===== src/rtl/seq_num_alloc_arb_pkg.sv =====
// Shared fetch-side types for sequence-number allocation.
package seq_num_alloc_arb_pkg;

  localparam int SEQ_NUM_BITS    = 5;
  localparam int ALLOC_BUF_DEPTH = 2;
  localparam int ALLOC_PTR_W     = (ALLOC_BUF_DEPTH > 1) ? $clog2(ALLOC_BUF_DEPTH) : 1;
  localparam int ALLOC_CNT_W     = $clog2(ALLOC_BUF_DEPTH + 1);

  typedef logic [SEQ_NUM_BITS-1:0] seq_num_t;

  // Squash notification; the allocator only looks at val.
  typedef struct packed {
    logic     val;
    seq_num_t seq_num;
    seq_num_t target;
  } squash_notif_t;

endpackage


===== src/rtl/seq_num_alloc_buf.sv =====
// Small prefetch FIFO holding sequence numbers pulled ahead of demand.
// A flush empties it in one cycle and rewinds both pointers to entry 0.
module seq_num_alloc_buf
  import seq_num_alloc_arb_pkg::*;
#(
  parameter int p_width = SEQ_NUM_BITS
) (
  input  logic                   clk,
  input  logic                   rst,
  input  logic                   i_enq,
  input  logic [p_width-1:0]     i_enq_data,
  input  logic                   i_deq,
  input  logic                   i_flush,
  output logic [ALLOC_CNT_W-1:0] o_count,
  output logic [p_width-1:0]     o_head
);

  logic [p_width-1:0]     r_mem [ALLOC_BUF_DEPTH];
  logic [ALLOC_PTR_W-1:0] r_head;
  logic [ALLOC_PTR_W-1:0] r_tail;
  logic [ALLOC_CNT_W-1:0] r_count;
  logic                   w_enq;
  logic                   w_deq;

  // A flush overrides any same-cycle push or pop.
  assign w_enq = i_enq && !i_flush;
  assign w_deq = i_deq && !i_flush;

  // Entry storage; cleared on reset so the head reads 0 out of reset.
  always_ff @(posedge clk or negedge rst) begin
    if (!rst) begin
      for (int i = 0; i < ALLOC_BUF_DEPTH; i++) r_mem[i] <= '0;
    end else if (w_enq) begin
      r_mem[r_tail] <= i_enq_data;
    end
  end

  // Pointer and occupancy tracking, with wrap at the buffer depth.
  always_ff @(posedge clk or negedge rst) begin
    if (!rst) begin
      r_head  <= '0;
      r_tail  <= '0;
      r_count <= '0;
    end else if (i_flush) begin
      r_head  <= '0;
      r_tail  <= '0;
      r_count <= '0;
    end else begin
      if (w_enq)
        r_tail <= (r_tail == ALLOC_PTR_W'(ALLOC_BUF_DEPTH - 1)) ? '0 : r_tail + 1'b1;
      if (w_deq)
        r_head <= (r_head == ALLOC_PTR_W'(ALLOC_BUF_DEPTH - 1)) ? '0 : r_head + 1'b1;
      case ({w_enq, w_deq})
        2'b10:   r_count <= r_count + 1'b1;
        2'b01:   r_count <= r_count - 1'b1;
        default: r_count <= r_count;
      endcase
    end
  end

  assign o_count = r_count;
  assign o_head  = r_mem[r_head];

endmodule


===== src/rtl/seq_num_alloc_arb.sv =====
// Round-robin arbiter sharing the sequence-number generator among fetch
// requesters. A 2-entry prefetch buffer keeps one number ready per cycle;
// a squash drops the buffered numbers, which are younger than anything
// already handed out and are reclaimed by the generator.
module seq_num_alloc_arb
  import seq_num_alloc_arb_pkg::*;
#(
  parameter int p_seq_num_bits = SEQ_NUM_BITS,
  parameter int p_num_reqs     = 2
) (
  input  logic                      clk,
  input  logic                      rst,
  input  logic [p_seq_num_bits-1:0] gen_seq_num,
  input  logic                      gen_val,
  output logic                      gen_rdy,
  input  logic [p_num_reqs-1:0]     req_val,
  output logic [p_num_reqs-1:0]     req_rdy,
  output logic [p_seq_num_bits-1:0] req_seq_num,
  input  squash_notif_t             squash
);

  localparam int PRIO_W = $clog2(p_num_reqs);

  logic [ALLOC_CNT_W-1:0] w_count;
  logic                   w_enq;
  logic                   w_any_gnt;
  logic [PRIO_W-1:0]      w_gnt_idx;
  logic [PRIO_W-1:0]      r_prio_ptr;
  logic                   w_unused_squash;

  // Only the valid bit of the squash notification matters here.
  assign w_unused_squash = ^{squash.seq_num, squash.target};

  // Accepting from the generator never depends on gen_val.
  assign gen_rdy = (w_count < ALLOC_CNT_W'(ALLOC_BUF_DEPTH)) && !squash.val;
  assign w_enq   = gen_val && gen_rdy;

  // Pick the first requesting port at or above the priority pointer.
  always_comb begin
    logic [PRIO_W-1:0] v_sel;
    req_rdy   = '0;
    w_gnt_idx = '0;
    w_any_gnt = 1'b0;
    v_sel     = '0;
    if ((w_count != '0) && !squash.val) begin
      for (int k = 0; k < p_num_reqs; k++) begin
        v_sel = PRIO_W'((int'(r_prio_ptr) + k) % p_num_reqs);
        if (!w_any_gnt && req_val[v_sel]) begin
          req_rdy[v_sel] = 1'b1;
          w_gnt_idx      = v_sel;
          w_any_gnt      = 1'b1;
        end
      end
    end
  end

  // Priority moves just past the last winner; it holds through squashes.
  always_ff @(posedge clk or negedge rst) begin
    if (!rst) begin
      r_prio_ptr <= '0;
    end else if (w_any_gnt) begin
      r_prio_ptr <= (w_gnt_idx == PRIO_W'(p_num_reqs - 1)) ? '0 : w_gnt_idx + 1'b1;
    end
  end

  seq_num_alloc_buf #(
    .p_width (p_seq_num_bits)
  ) u_buf (
    .clk        (clk),
    .rst        (rst),
    .i_enq      (w_enq),
    .i_enq_data (gen_seq_num),
    .i_deq      (w_any_gnt),
    .i_flush    (squash.val),
    .o_count    (w_count),
    .o_head     (req_seq_num)
  );

endmodule


===== config.mk =====
export PLATFORM = sky130hd
export DESIGN_NAME = seq_num_alloc_arb
export DESIGN_NICKNAME = d
export VERILOG_FILES = /design/src/rtl/seq_num_alloc_arb_pkg.sv /design/src/rtl/seq_num_alloc_buf.sv /design/src/rtl/seq_num_alloc_arb.sv
export SDC_FILE = /design/constraint.sdc
export NUM_CORES = 1
export LEC_CHECK = 0
export BUFFER_PORTS_ARGS = -buffer_cell sky130_fd_sc_hd__buf_2
export CAP_MARGIN = 20
export CORE_MARGIN = 4
export CORE_UTILIZATION = 25
export DETAILED_ROUTE_END_ITERATION = 8
export GPL_TIMING_DRIVEN = 0
export SETUP_SLACK_MARGIN = 0.2
export SYNTH_ARGS = -nofsm -noshare
export SYNTH_HDL_FRONTEND = slang
export SYNTH_HIERARCHICAL = 1
export SYNTH_SLANG_ARGS = --single-unit

===== constraint.sdc =====
create_clock -name clk -period 1.8 [get_ports clk]
set_clock_uncertainty 0.1 [all_clocks]
set_input_delay 0.18 -clock clk [delete_from_list [all_inputs] [get_ports clk]]
set_output_delay 0.18 -clock clk [all_outputs]
set_load 0.05 [all_outputs]

=== Word level (Yosys, flattened, before mapping) ===
Cells that the tools add are included.

* Add/subtract/negate cells: 6
* Order comparisons: 8
* Equal/unequal tests: 2
* Mux-type cells: 34
* Bitwise gates (word level): 3
* Reduce and logical (&&, ||, !) cells: 15

{| class="wikitable"
|+ Operator list
! operator !! count
|-
| $mux 1 || 20
|-
| $mux 5 || 4
|-
| $bwmux 10 || 1
|-
| $mux 2 || 5
|-
| $logic_and 1x1->1 || 9
|-
| $reduce_bool 2->1 || 3
|-
| $demux 5 s1 || 1
|-
| $add 1x1->1 const B || 4
|-
| $ge 2x2->1 const B || 2
|-
| $lt 1x2->1 const B || 2
|-
| $not 1->2 || 2
|-
| $pmux 2 s2 || 1
|-
| $reduce_bool 3->1 || 1
|-
| $add 2x1->2 const B || 1
|-
| $demux 1 s1 || 2
|-
| $eq 2x1->1 const B || 1
|-
| $eq 2x2->1 const B || 1
|-
| $ge 1x1->1 const B || 2
|-
| $logic_not 1->1 || 2
|-
| $lt 2x1->1 const B || 1
|-
| $lt 2x2->1 const B || 1
|-
| $or 2x2->2 || 1
|-
| $sub 2x1->2 const B || 1
|}

* Register bits after elaboration: 15
* Input bits: 21
* Output and inout port bits: 8

=== Longest topological paths before layout ===
Gate-level depths: netlist of run 1.

* Depth in word-level cells: 12
* Mapped depth: 5
* Gate-level depth less buffers: 5

=== Hierarchy ===
The synthesis of run 1 kept the hierarchy.

{| class="wikitable"
|+ By module, submodules not included
! module !! instances !! cells an instance !! area each (µm²) !! seq. area each (µm²)
|-
| seq_num_alloc_buf || 1 || 45 || 634.4 || 350.3
|-
| seq_num_alloc_arb || 1 || 11 || 96.3 || 25.0
|}

=== Worst setup path after synthesis of run 1 ===
No wires, ideal clock.

* Kind: flip-flop to flip-flop
* Start point: reg u_buf.r_count[1] (netlist: u_buf/o_count[1])
* End point: reg u_buf/r_mem[5] (netlist name)
* Setup time: 0.125 ns
* Data arrival time: 2.066 ns
* Setup slack: -0.490 ns
* Stages on the path, launching flop included: 5
* Buffers on the path: 0
* Cell sequence: dfrtp_1 > nor2_1 > and2_1 > nor3b_4 > mux2_2

* Longest elaborated chain between the ends: 4

{| class="wikitable"
|+ Ends and longest elaborated chain
! item !! line !! RTL
|-
| start: declaration || seq_num_alloc_buf.sv:21 || <nowiki>logic [ALLOC_CNT_W-1:0] r_count;</nowiki>
|-
| start signal: assignment || seq_num_alloc_buf.sv:54 || <nowiki>2'b10: r_count <= r_count + 1'b1;</nowiki>
|-
| start signal: assignment || seq_num_alloc_buf.sv:55 || <nowiki>2'b01: r_count <= r_count - 1'b1;</nowiki>
|-
| start signal: assignment || seq_num_alloc_buf.sv:56 || <nowiki>default: r_count <= r_count;</nowiki>
|-
| $lt 2x2->1 || seq_num_alloc_arb.sv:35 || <nowiki>assign gen_rdy = (w_count < ALLOC_CNT_W'(ALLOC_BUF_DEPTH)) && !squash.val;</nowiki>
|-
| $logic_and 1x1->1 || seq_num_alloc_arb.sv:35 ||
|-
| via gen_rdy || seq_num_alloc_arb.sv:15 || <nowiki>output logic gen_rdy,</nowiki>
|-
| $logic_and 1x1->1 || seq_num_alloc_arb.sv:36 || <nowiki>assign w_enq = gen_val && gen_rdy;</nowiki>
|-
| via w_enq || seq_num_alloc_arb.sv:25 || <nowiki>logic w_enq;</nowiki>
|-
| $logic_and 1x1->1 || seq_num_alloc_buf.sv:26 || <nowiki>assign w_enq = i_enq && !i_flush;</nowiki>
|-
| end signal: indexed assignment || seq_num_alloc_buf.sv:34 || <nowiki>r_mem[r_tail] <= i_enq_data;</nowiki>
|-
| end: declaration || seq_num_alloc_buf.sv:18 || <nowiki>logic [p_width-1:0] r_mem [ALLOC_BUF_DEPTH];</nowiki>
|}

The timed path passes the listed nets, and every way through them passes these cells.
A chain may end at the register's enable or synchronous reset.

=== Worst setup path in the final report of run 1 ===
* Start point: reg u_buf.r_count[1] (netlist: u_buf/o_count[1])
* End point: reg u_buf/r_mem[5] (netlist name)

* Longest elaborated chain between the ends: 4

{| class="wikitable"
|+ Ends and longest elaborated chain
! item !! line
|-
| $lt 2x2->1 || seq_num_alloc_arb.sv:35
|-
| $logic_and 1x1->1 || seq_num_alloc_arb.sv:35
|-
| $logic_and 1x1->1 || seq_num_alloc_arb.sv:36
|-
| via w_enq || seq_num_alloc_arb.sv:25
|-
| $logic_and 1x1->1 || seq_num_alloc_buf.sv:26
|}

The timed path passes the listed nets, and every way through them passes these cells.

==> metrics, run 1 <==
status=finished clean; Final Hold Fails=0; Vias=520; first-pass GRT wire length=2.339 mm; crit path max fanout=4; ant diodes=0; worst endpoint data arrival time=1.65 ns; asr flop ratio synth=100.0%; Worst-path clk slew=~0.090 ns; clock buffer count from CTS=3; Slew HR=77.81%; Initial DRC Count=11; Max IR drop VDD=0.0006347 V; placement row count=19; Mapped Nets=77; layout filler cell count=269; # Max-Cap Violations=0; dominant synthesized flop cell=dfrtp_1; Clock Latency Late Sink=around 0.27 ns; met3 Use GR=under 10%; share of the synthesized area in the top cell type=51.37%; FF+latch count, synth=15; IO Port Bufs=18; critical path capture point type=flop; worst hold path type=input port to flop; largest family of logic cells by synthesized area=multiplexers; synthesized cell area=730.7 sq um; average cell area after synthesis=13.05 sq um; Synth Area in XOR/XNOR=3.596%; DP HPWL=1.011 mm; power density over cell area=approximately 1200 nW/um^2; Post-synth EDFFs=0; Die Wd=62.06 um; CP Class=flop to flop; Synth Area in Adders=0%; routability cong.=0.6799; final WL=1.476 mm; post-synthesis sequential area ratio=51.37%; fin crit period=1.589 ns; fin crit share=88.26%; global route overflow=0; critical path required time=1.86 ns; Reg area=376.6 sq um; final setup vio count=0; grt peak-use layer=met2; vias in the first global route=534; CTS HTree Levels=1; setup TNS=0 ns; M2 GR Usage=13.02%; synth warn=6; M1 GR Usage=10.93%; maximum clock path buffer count=2; Root Buffer=clkbuf_4; post-route ant nets=0; Area Growth Syn to Fin=46.58%; total global-route track usage=8.564%; compound-cell area share of the yosys netlist=roughly 6.7%; clk sinks=15; Worst Max-Slew Pin Slew=0.3328 ns; fraction of layout cells with a size suffix above 1=62.35%; Post-Syn Instances=56; Final nets=107; Max Fclk=0.6294 GHz; vias per cell=4.483; Netlist cell types=22; drt first pass iters=2; Initial Utilization=a little over a quarter; Avg WL per Cell=12.72 um; core region area=approximately 2800 sq um; Pleak=0.0004972 uW; TritonCTS clock tree=done; mux contribution to synthesized area=23.12%; largest net degree at the start of global routing=16; Synth Area in Simple Gates=14.73%; post-synth top area cell=dfrtp_1; drc violations=0; antenna violations before repair=0; Synth area leaders=dfrtp_1 51%, mux2_2 23%, nor3b_4 2.6%, xnor2_1 2.4%, o21ba_4 2.2%; Util after Layout=38.51%; area of the multi-input gates=402.9 sq um; IO Pins=29; Die Ht=62.06 um; DIE AREA=3851 sq um; Final Slew Violations=0; RSZ-0062 raised after global routing=true; startpoint types=flop
worst max-delay path: stages, from the launching register on:
cell	delay, ns
dfrtp_2	0.45
nor2_4	0.11
and2_4	0.16
nor3b_4	0.22
buf_6	0.15
mux2_4	0.29
power by group:
group          switching, uW  internal, uW
clock                   99.5          85.8
combinational            297           329
sequential              65.5           434
total                    462           849
cell families (layout without fill, tap and decap cells):
kind of cell	count (synthesis)	after routing
compound gates	6	6
xor+xnor	3	3
mux	15	15
simple gates	16	16
flops	15	15
buf+inv	1	30
per-layer routing:
layer | routed length (um) | share of wire, % | vias to the layer above
met3 | 54 | 3.7 | 2
met1 | 680 | 46 | 250
met4 | 19 | 1.3 | 0
met5 | 0 | 0 | -
li1 | - | - | 258
met2 | 720 | 49 | 10
Yosys cell counts (2+ instances only):
master    n
nor3b_1   2
nor2_1    4
mux2_2   15
nor3_1    2
xnor2_1   2
dfrtp_1  15
repair_timing:
item                       CTS  global route
hold endpoints to repair    15             0
pin swaps                    2             2
setup buffers                5             1
hold buffers                 1             0
setup endpoints to repair   13            13
resized for setup           12            23
through the flow:
stage          hold slack (ns)  setup slack [ns]  cell area, sq um  total power, uW  cells
2_1_floorplan          -0.2156           0.02008             744.5            855.3     56
3_3_place_gp         -0.001287            0.1706             873.3            934.7    105
3_5_place_dp        -0.0008006            0.1309             873.3            947.8    105
4_1_cts               0.008378            0.2003             982.2             1193    115
5_1_grt                0.02861            0.1452              1071             1397    116
6_report               0.02619            0.2113              1071             1311    116
state kept, by name, summed over array words and instances, names as in the netlist:
signal	cells
u_buf/r_tail	1
u_buf/r_mem	10
u_buf/r_head	1
u_buf/o_count	2
r_prio_ptr	1
layout make-up:
class                      count  area share [%]
tap                           31           3.621
buffer                         1           1.402
sequential                    15           35.16
timing repair buffer          25           19.74
clock buffer                   4           2.453
multi-input combinational     40           37.62
cells in the final DEF, fill, tap and decap left out:
cell type	synthesis	routed
dfrtp_1	15	14
nor3b_4	1	1
o21a_1	1	1
and2_4	0	1
nor2_1	4	3
nand2b_1	1	1
nand3b_1	1	1
xor2_1	1	1
dlygate4sd3_1	0	1
nor3b_1	2	2
a31oi_1	1	1
a21oi_2	1	2
and3_2	1	1
buf_2	0	11
mux2_4	0	10
xnor2_1	2	2
and3b_2	1	1
nand2_1	1	1
o21ba_4	1	1
clkbuf_4	0	3
mux2_2	15	5
nor2_4	0	1
o21ai_0	1	1
clkbuf_1	1	1
buf_6	0	3
nor3_1	2	2
dfrtp_2	0	1
and2_2	1	1
buf_4	0	5
buf_8	0	6
final timing paths:
kind	slack, ns	depth (start not counted)	end	from
worst min-delay path	0.03	2	r_prio_ptr	req_val[1]
min in group asynchronous	0.23	2	u_buf/r_mem[7]	rst
worst max-delay path	0.21	5	u_buf/r_mem[5]	u_buf/o_count[1]
max in group asynchronous	1.11	2	u_buf/o_count[1]	rst
worst max register to register	0.21	5	u_buf/r_mem[5]	u_buf/o_count[1]
worst min register to register	0.41	1	u_buf/r_mem[2]	u_buf/r_mem[2]
Power figures use the tool's default switching activity.
==> inputs of run 2 (changes only) <==
--- a/config.mk
+++ b/config.mk
@@ -5,12 +5,12 @@
 export SDC_FILE = /design/constraint.sdc
 export NUM_CORES = 1
 export LEC_CHECK = 0
+export ABC_AREA = 1
 export BUFFER_PORTS_ARGS = -buffer_cell sky130_fd_sc_hd__buf_2
 export CAP_MARGIN = 20
 export CORE_MARGIN = 4
 export CORE_UTILIZATION = 25
 export DETAILED_ROUTE_END_ITERATION = 8
-export GPL_TIMING_DRIVEN = 0
 export SETUP_SLACK_MARGIN = 0.2
 export SYNTH_ARGS = -nofsm -noshare
 export SYNTH_HDL_FRONTEND = slang
==> run 2 against run 1 <==
Register-to-register slack better by 0.15 ns; worst hold slack worse by 0.013 ns; flip-flop and latch count did not move; combinational power fell by 3%; global-route usage decreased by 0.056 points; design area fell by 5.3%; largest cell class is now sequential cells.
==> metrics, run 2 <==
RSZ-0062 raised after global routing=true; clock buffer count from CTS=3 (unchanged); total global-route track usage=8.508% (-0.056 points); Non-Filler Instances=161 (+39%); synth warn=6 (unchanged); DP HPWL=1.225 mm (+21%); Worst-path clk slew=0.09 ns (about the same); Vias=674 (+30%); Final nets=139 (+30%); Slew HR=78.13% (+0.31 points); Mapped Nets=114 (+48%); Clock Latency Late Sink=0.29 ns (+0.02 ns); Post-synth EDFFs=0 (unchanged); placed instance count=155 (+48%); drt first pass iters=4 (+2); power density over cell area=1306 nW/um^2 (+6.7%); # Max-Cap Violations=0 (unchanged); CP Class=flop to output port; dominant synthesized flop cell=dfrtp_1; setup TNS=0 ns (unchanged); Initial Utilization=26.03% (-0.24 points); Max IR drop VDD=0.0008186 V (+29%); critical path required time=1.52 ns (-0.34 ns); ant diodes=0 (unchanged); clk sinks=15 (unchanged); R2R setup slack=0.36 ns (+0.15 ns); fraction of layout cells with a size suffix above 1=35.04% (-27 points); Final Slew Violations=0 (unchanged); asr flop ratio synth=100.0% (unchanged); Root Buffer=clkbuf_4; IO Pins=29 (unchanged); synthesized cell area=788.3 sq um (+7.9%); IO Port Bufs=18 (unchanged); drc violations=0 (unchanged); FF+latch count, synth=15 (unchanged); global route overflow=0 (unchanged); CTS HTree Levels=1 (unchanged); Die Wd=64.15 um (+3.4%); final WL=1.627 mm (+10%); status=finished clean; average cell area after synthesis=8.476 sq um (-35%); vias per cell=4.186 (-6.6%); Netlist cell types=18 (-18%); layout filler cell count=328 (+22%); placement row count=20 (+1); Largest register FFs=10 (unchanged); Biggest register=u_buf/r_mem; startpoint types=flop; worst hold path type=input port to flop; Final Hold Fails=0 (unchanged); routability cong.=0.7373 (+8.4%); first-pass GRT wire length=2.753 mm (+18%); maximum clock path buffer count=2 (unchanged); Synth top cells by count=24 x nand2_1, 15 x dfrtp_1, 15 x inv_1; most frequent cell after synthesis=nand2_1; post-route ant nets=0 (unchanged); Synth area leaders=dfrtp_1 48%, nand2_1 11%, inv_1 7.1%, mux2_2 7.1%, o21ai_2 5.6%; fin crit period=1.557 ns (-0.03125 ns); antenna violations before repair=0 (unchanged); final setup vio count=0 (unchanged); DIE AREA=4115 sq um (+6.8%); Die Ht=64.15 um (+3.4%); crit path max fanout=6 (+2); worst endpoint data arrival time=1.28 ns (-0.37 ns); critical path capture point type=output port; Avg WL per Cell=10.11 um (-21%); commonest cells after routing, fill and taps aside=24 x nand2_1, 15 x inv_1, 13 x dfrtp_1; vias in the first global route=696 (+30%); Area Growth Syn to Fin=28.73%; core region area=3028 sq um (+8.9%); Initial DRC Count=26 (+15); fin crit share=86.52% (-1.7 points); post-synth top area cell=dfrtp_1; Max Fclk=0.6421 GHz (+2.0%); Post-Syn Instances=93 (+66%); largest net degree at the start of global routing=16 (unchanged); commonest non-fill, non-tap cell in the layout=nand2_1; TritonCTS clock tree=done; Worst Max-Slew Pin Slew=0.3281 ns (-0.004712 ns); share of the synthesized area in the top cell type=47.62% (-3.8 points); post-synthesis sequential area ratio=47.62% (-3.8 points); Pleak=0.0005327 uW (+7.1%)
run 2: repair_timing:
| action | 4_1_cts | 5_1_grt |
|---|---|---|
| hold endpoints to repair | 15 | 0 |
| gates resized for setup | 2 | 16 |
| setup endpoints to repair | 6 | 7 |
| hold buffers | 1 | 0 |
| buffers inserted | 0 | 1 |
| pin swaps | 0 | 0 |
run 2: final cells by class:
cell class	instances	area [sq um]	area share [%]
Sequential cell	15	377.9	37.24
Multi-Input combinational cell	60	336.6	33.17
Timing Repair Buffer	22	155.1	15.29
Inverter	16	60.06	5.919
Tap cell	44	55.05	5.425
Clock buffer	3	22.52	2.219
Clock inverter	1	7.507	0.7398
run 2: layer usage:
metal	share of wire, %	GRT usage, %
met5	0	0
met2	49	15.87
met4	0	1.583
met3	8.7	4.042
met1	42	8.587
run 2: critical path: stages, from the launching register on:
cell	delay (ns)
dfrtp_2	0.45
mux2_2	0.35
buf_4	0.19
run 2: cells by family (layout without fill, tap and decap cells):
logic type      count (synthesis)  count (layout)  synth area share, %
buf+inv                        18              42                9.681
simple gates                   43              43                25.08
flops                          15              15                47.62
xor+xnor                        1               1                1.111
compound gates                 11              11                9.364
mux                             5               5                7.142
run 2: report_power, final:
part	internal (uW)	switching, uW	leakage [uW]
sequential	444	71.2	0.000189
combinational	235	375	0.000329
clock	84.6	117	0.0000139
total	763	563	0.000533
run 2: final timing paths:
path,startpoint,endpoint,cells past startpoint
setup / recovery,u_buf/r_head,req_seq_num[2],2
hold / removal,squash[10],u_buf/r_head,2
setup reg to reg,u_buf/o_count[1],u_buf/r_mem[5],6
hold reg to reg,u_buf/r_mem[6],u_buf/r_mem[6],2
max in group asynchronous,rst,u_buf/r_head,2
min in group asynchronous,rst,u_buf/r_mem[7],2
run 2: through the flow:
step                hold slack, ns  setup WS (ns)  utilization [%]  area [sq um]  total power, uW
global placement         -0.004344         0.4082            30.79         932.1             1038
floorplan                  -0.2156         0.2629                -         788.3            952.7
detailed placement      -0.0005921         0.3538            30.79         932.1             1062
finish                     0.01279         0.2426            33.51          1015             1326
CTS                        0.01384         0.1983            32.23         975.9             1273
global route              0.008817         0.1965            33.51          1015             1425
==> inputs of run 3 (changes only) <==
--- a/config.mk
+++ b/config.mk
@@ -11,6 +11,7 @@
 export CORE_MARGIN = 4
 export CORE_UTILIZATION = 25
 export DETAILED_ROUTE_END_ITERATION = 8
+export HOLD_SLACK_MARGIN = 0.03
 export SETUP_SLACK_MARGIN = 0.2
 export SYNTH_ARGS = -nofsm -noshare
 export SYNTH_HDL_FRONTEND = slang
==> run 3 against run 2 <==
Worst hold slack improved by 0.028 ns; first-iteration DRC count increased by 3.8%; worst setup slack improved by 0.0058 ns; non-clock buffer count increased by 5; maximum frequency increased by 0.37%; critical path depth unchanged; final cell count increased by 3.1%; wire length increased by 2.6%; clock-buffer cell count unchanged; power increased by 0.70%; core utilization increased by 1.7 points; critical path type unchanged; largest power group unchanged; highest routed layer unchanged.
==> metrics, run 3 (synthesis results as in run 2) <==
status=finished clean; Final Hold Fails=0 (unchanged); Initial Utilization=26.03% (unchanged); placement row count=20 (unchanged); Area Growth Syn to Fin=35.08%; Clock Latency Late Sink=0.29 ns (about the same); DIE AREA=4115 sq um (unchanged); critical path required time=1.52 ns (about the same); Reg2Reg Depth=6 (unchanged); final setup vio count=0 (unchanged); crit path max fanout=6 (unchanged); Largest register FFs=10 (unchanged); CTS HTree Levels=1 (unchanged); final WL=1.670 mm (+2.6%); Initial DRC Count=27 (+3.8%); Biggest register=u_buf/r_mem; Final Cell Area=1065 sq um (+4.9%); crit path launch=u_buf/r_head; clk sinks=15 (unchanged); Avg WL per Cell=10.06 um (-0.45%); global route overflow=0 (unchanged); R2R setup slack=0.35 ns (about the same); worst reg2reg path endpoint=u_buf/r_mem[5]; critical path capture point type=output port; # Max-Cap Violations=0 (unchanged); maximum clock path buffer count=2 (unchanged); Post-DP Area=932.1 sq um (unchanged); Worst Max-Slew Pin Slew=0.3280 ns (-0.0001221 ns); DP HPWL=1.225 mm (unchanged); Final Slew Violations=0 (unchanged); drt first pass iters=5 (+1); IO Pins=29 (unchanged); Worst-path clk slew=0.10 ns (about the same); vias per cell=4.127 (-1.4%); vias in the first global route=701 (+0.72%); drc violations=0 (unchanged); Pleak=0.0005536 uW (+3.9%); Max IR drop VDD=0.0007334 V (-10%); clock buffer count from CTS=3 (unchanged); total global-route track usage=8.729% (+0.22 points); CP endpoint=req_seq_num[2]; Die Wd=64.15 um (unchanged); antenna violations before repair=0 (unchanged); fin crit share=86.20% (-0.32 points); commonest cells after routing, fill and taps aside=24 x nand2_1, 15 x inv_1, 13 x dfrtp_1; core region area=3028 sq um (unchanged); fraction of layout cells with a size suffix above 1=33.61% (-1.4 points); Root Buffer=clkbuf_4; fin crit period=1.552 ns (-0.005818 ns); routability cong.=0.7373 (unchanged); first-pass GRT wire length=2.815 mm (+2.3%); Final nets=144 (+3.6%); worst hold path type=input port to flop; IO Port Bufs=18 (unchanged); worst endpoint data arrival time=1.27 ns (about the same); commonest non-fill, non-tap cell in the layout=nand2_1; CP Class=flop to output port; largest net degree at the start of global routing=16 (unchanged); RSZ-0062 raised after global routing=true; Die Ht=64.15 um (unchanged); power density over cell area=1254 nW/um^2 (-4.0%); TritonCTS clock tree=done; ant diodes=0 (unchanged); setup TNS=0 ns (unchanged); Slew HR=78.13% (about the same); Vias=685 (+1.6%); Max Fclk=0.6445 GHz (+0.37%); startpoint types=flop; post-route ant nets=0 (unchanged); FF-to-FF Start=u_buf/o_count[1]
run 3: what timing repair did:
item,in CTS,in global routing
resized for setup,2,16
buffers inserted,0,1
cloned,0,0
endpoints found under the hold margin,18,2
hold buffers,4,2
setup endpoints to repair,6,7
run 3: cell type report:
class                           instances  area (sq um)
Fill cell                             321          1963
Sequential cell                        15         377.9
Multi-Input combinational cell         60         336.6
Timing Repair Buffer                   27         205.2
Inverter                               16         60.06
Tap cell                               44         55.05
Clock buffer                            3         22.52
Clock inverter                          1         7.507
run 3: power breakdown:
| part | leakage, uW | total (uW) | switching, uW | internal, uW |
|---|---|---|---|---|
| Combinational | 0.000350 | 620 | 378 | 242 |
| Clock | 0.0000139 | 201 | 117 | 84.6 |
| Sequential | 0.000189 | 514 | 70.3 | 444 |
| Total | 0.000554 | 1330 | 565 | 770 |
run 3: worst min-delay path by stage:
stage | end | start | cells past startpoint
4_1_cts | u_buf/r_mem[9] | gen_seq_num[4] | 3
3_3_place_gp | u_buf/r_mem[7] | rst | 1
2_1_floorplan | r_prio_ptr | rst | 0
6_report | u_buf/r_mem[7] | gen_seq_num[2] | 3
5_1_grt | u_buf/r_mem[7] | gen_seq_num[2] | 3
3_5_place_dp | u_buf/r_mem[2] | rst | 1
run 3: stage by stage:
stage / hold WS (ns) / util [%] / setup WS, ns / power (uW) / instances
after global placement: -0.004344 / 30.79 / 0.4082 / 1038 / 155
after CTS: 0.03072 / 33.22 / 0.1983 / 1278 / 163
final: 0.04029 / 35.17 / 0.2484 / 1335 / 166
after global routing: 0.03490 / 35.17 / 0.1965 / 1435 / 166
after detailed placement: -0.0005921 / 30.79 / 0.3538 / 1062 / 155
after floorplan: -0.2156 / - / 0.2629 / 952.7 / 93
run 3: layer usage:
metal	vias to the layer above	part of all wire [%]	GRT usage (%)
met5	-	0	0
met4	0	0	1.583
met3	0	8.3	4.042
met2	21	50	16.26
met1	307	42	8.913
li1	357	-	-
run 3: worst max-delay path, cell delays in order (launching register included):
cell,delay [ns]
dfrtp_2,0.45
mux2_2,0.35
buf_4,0.19
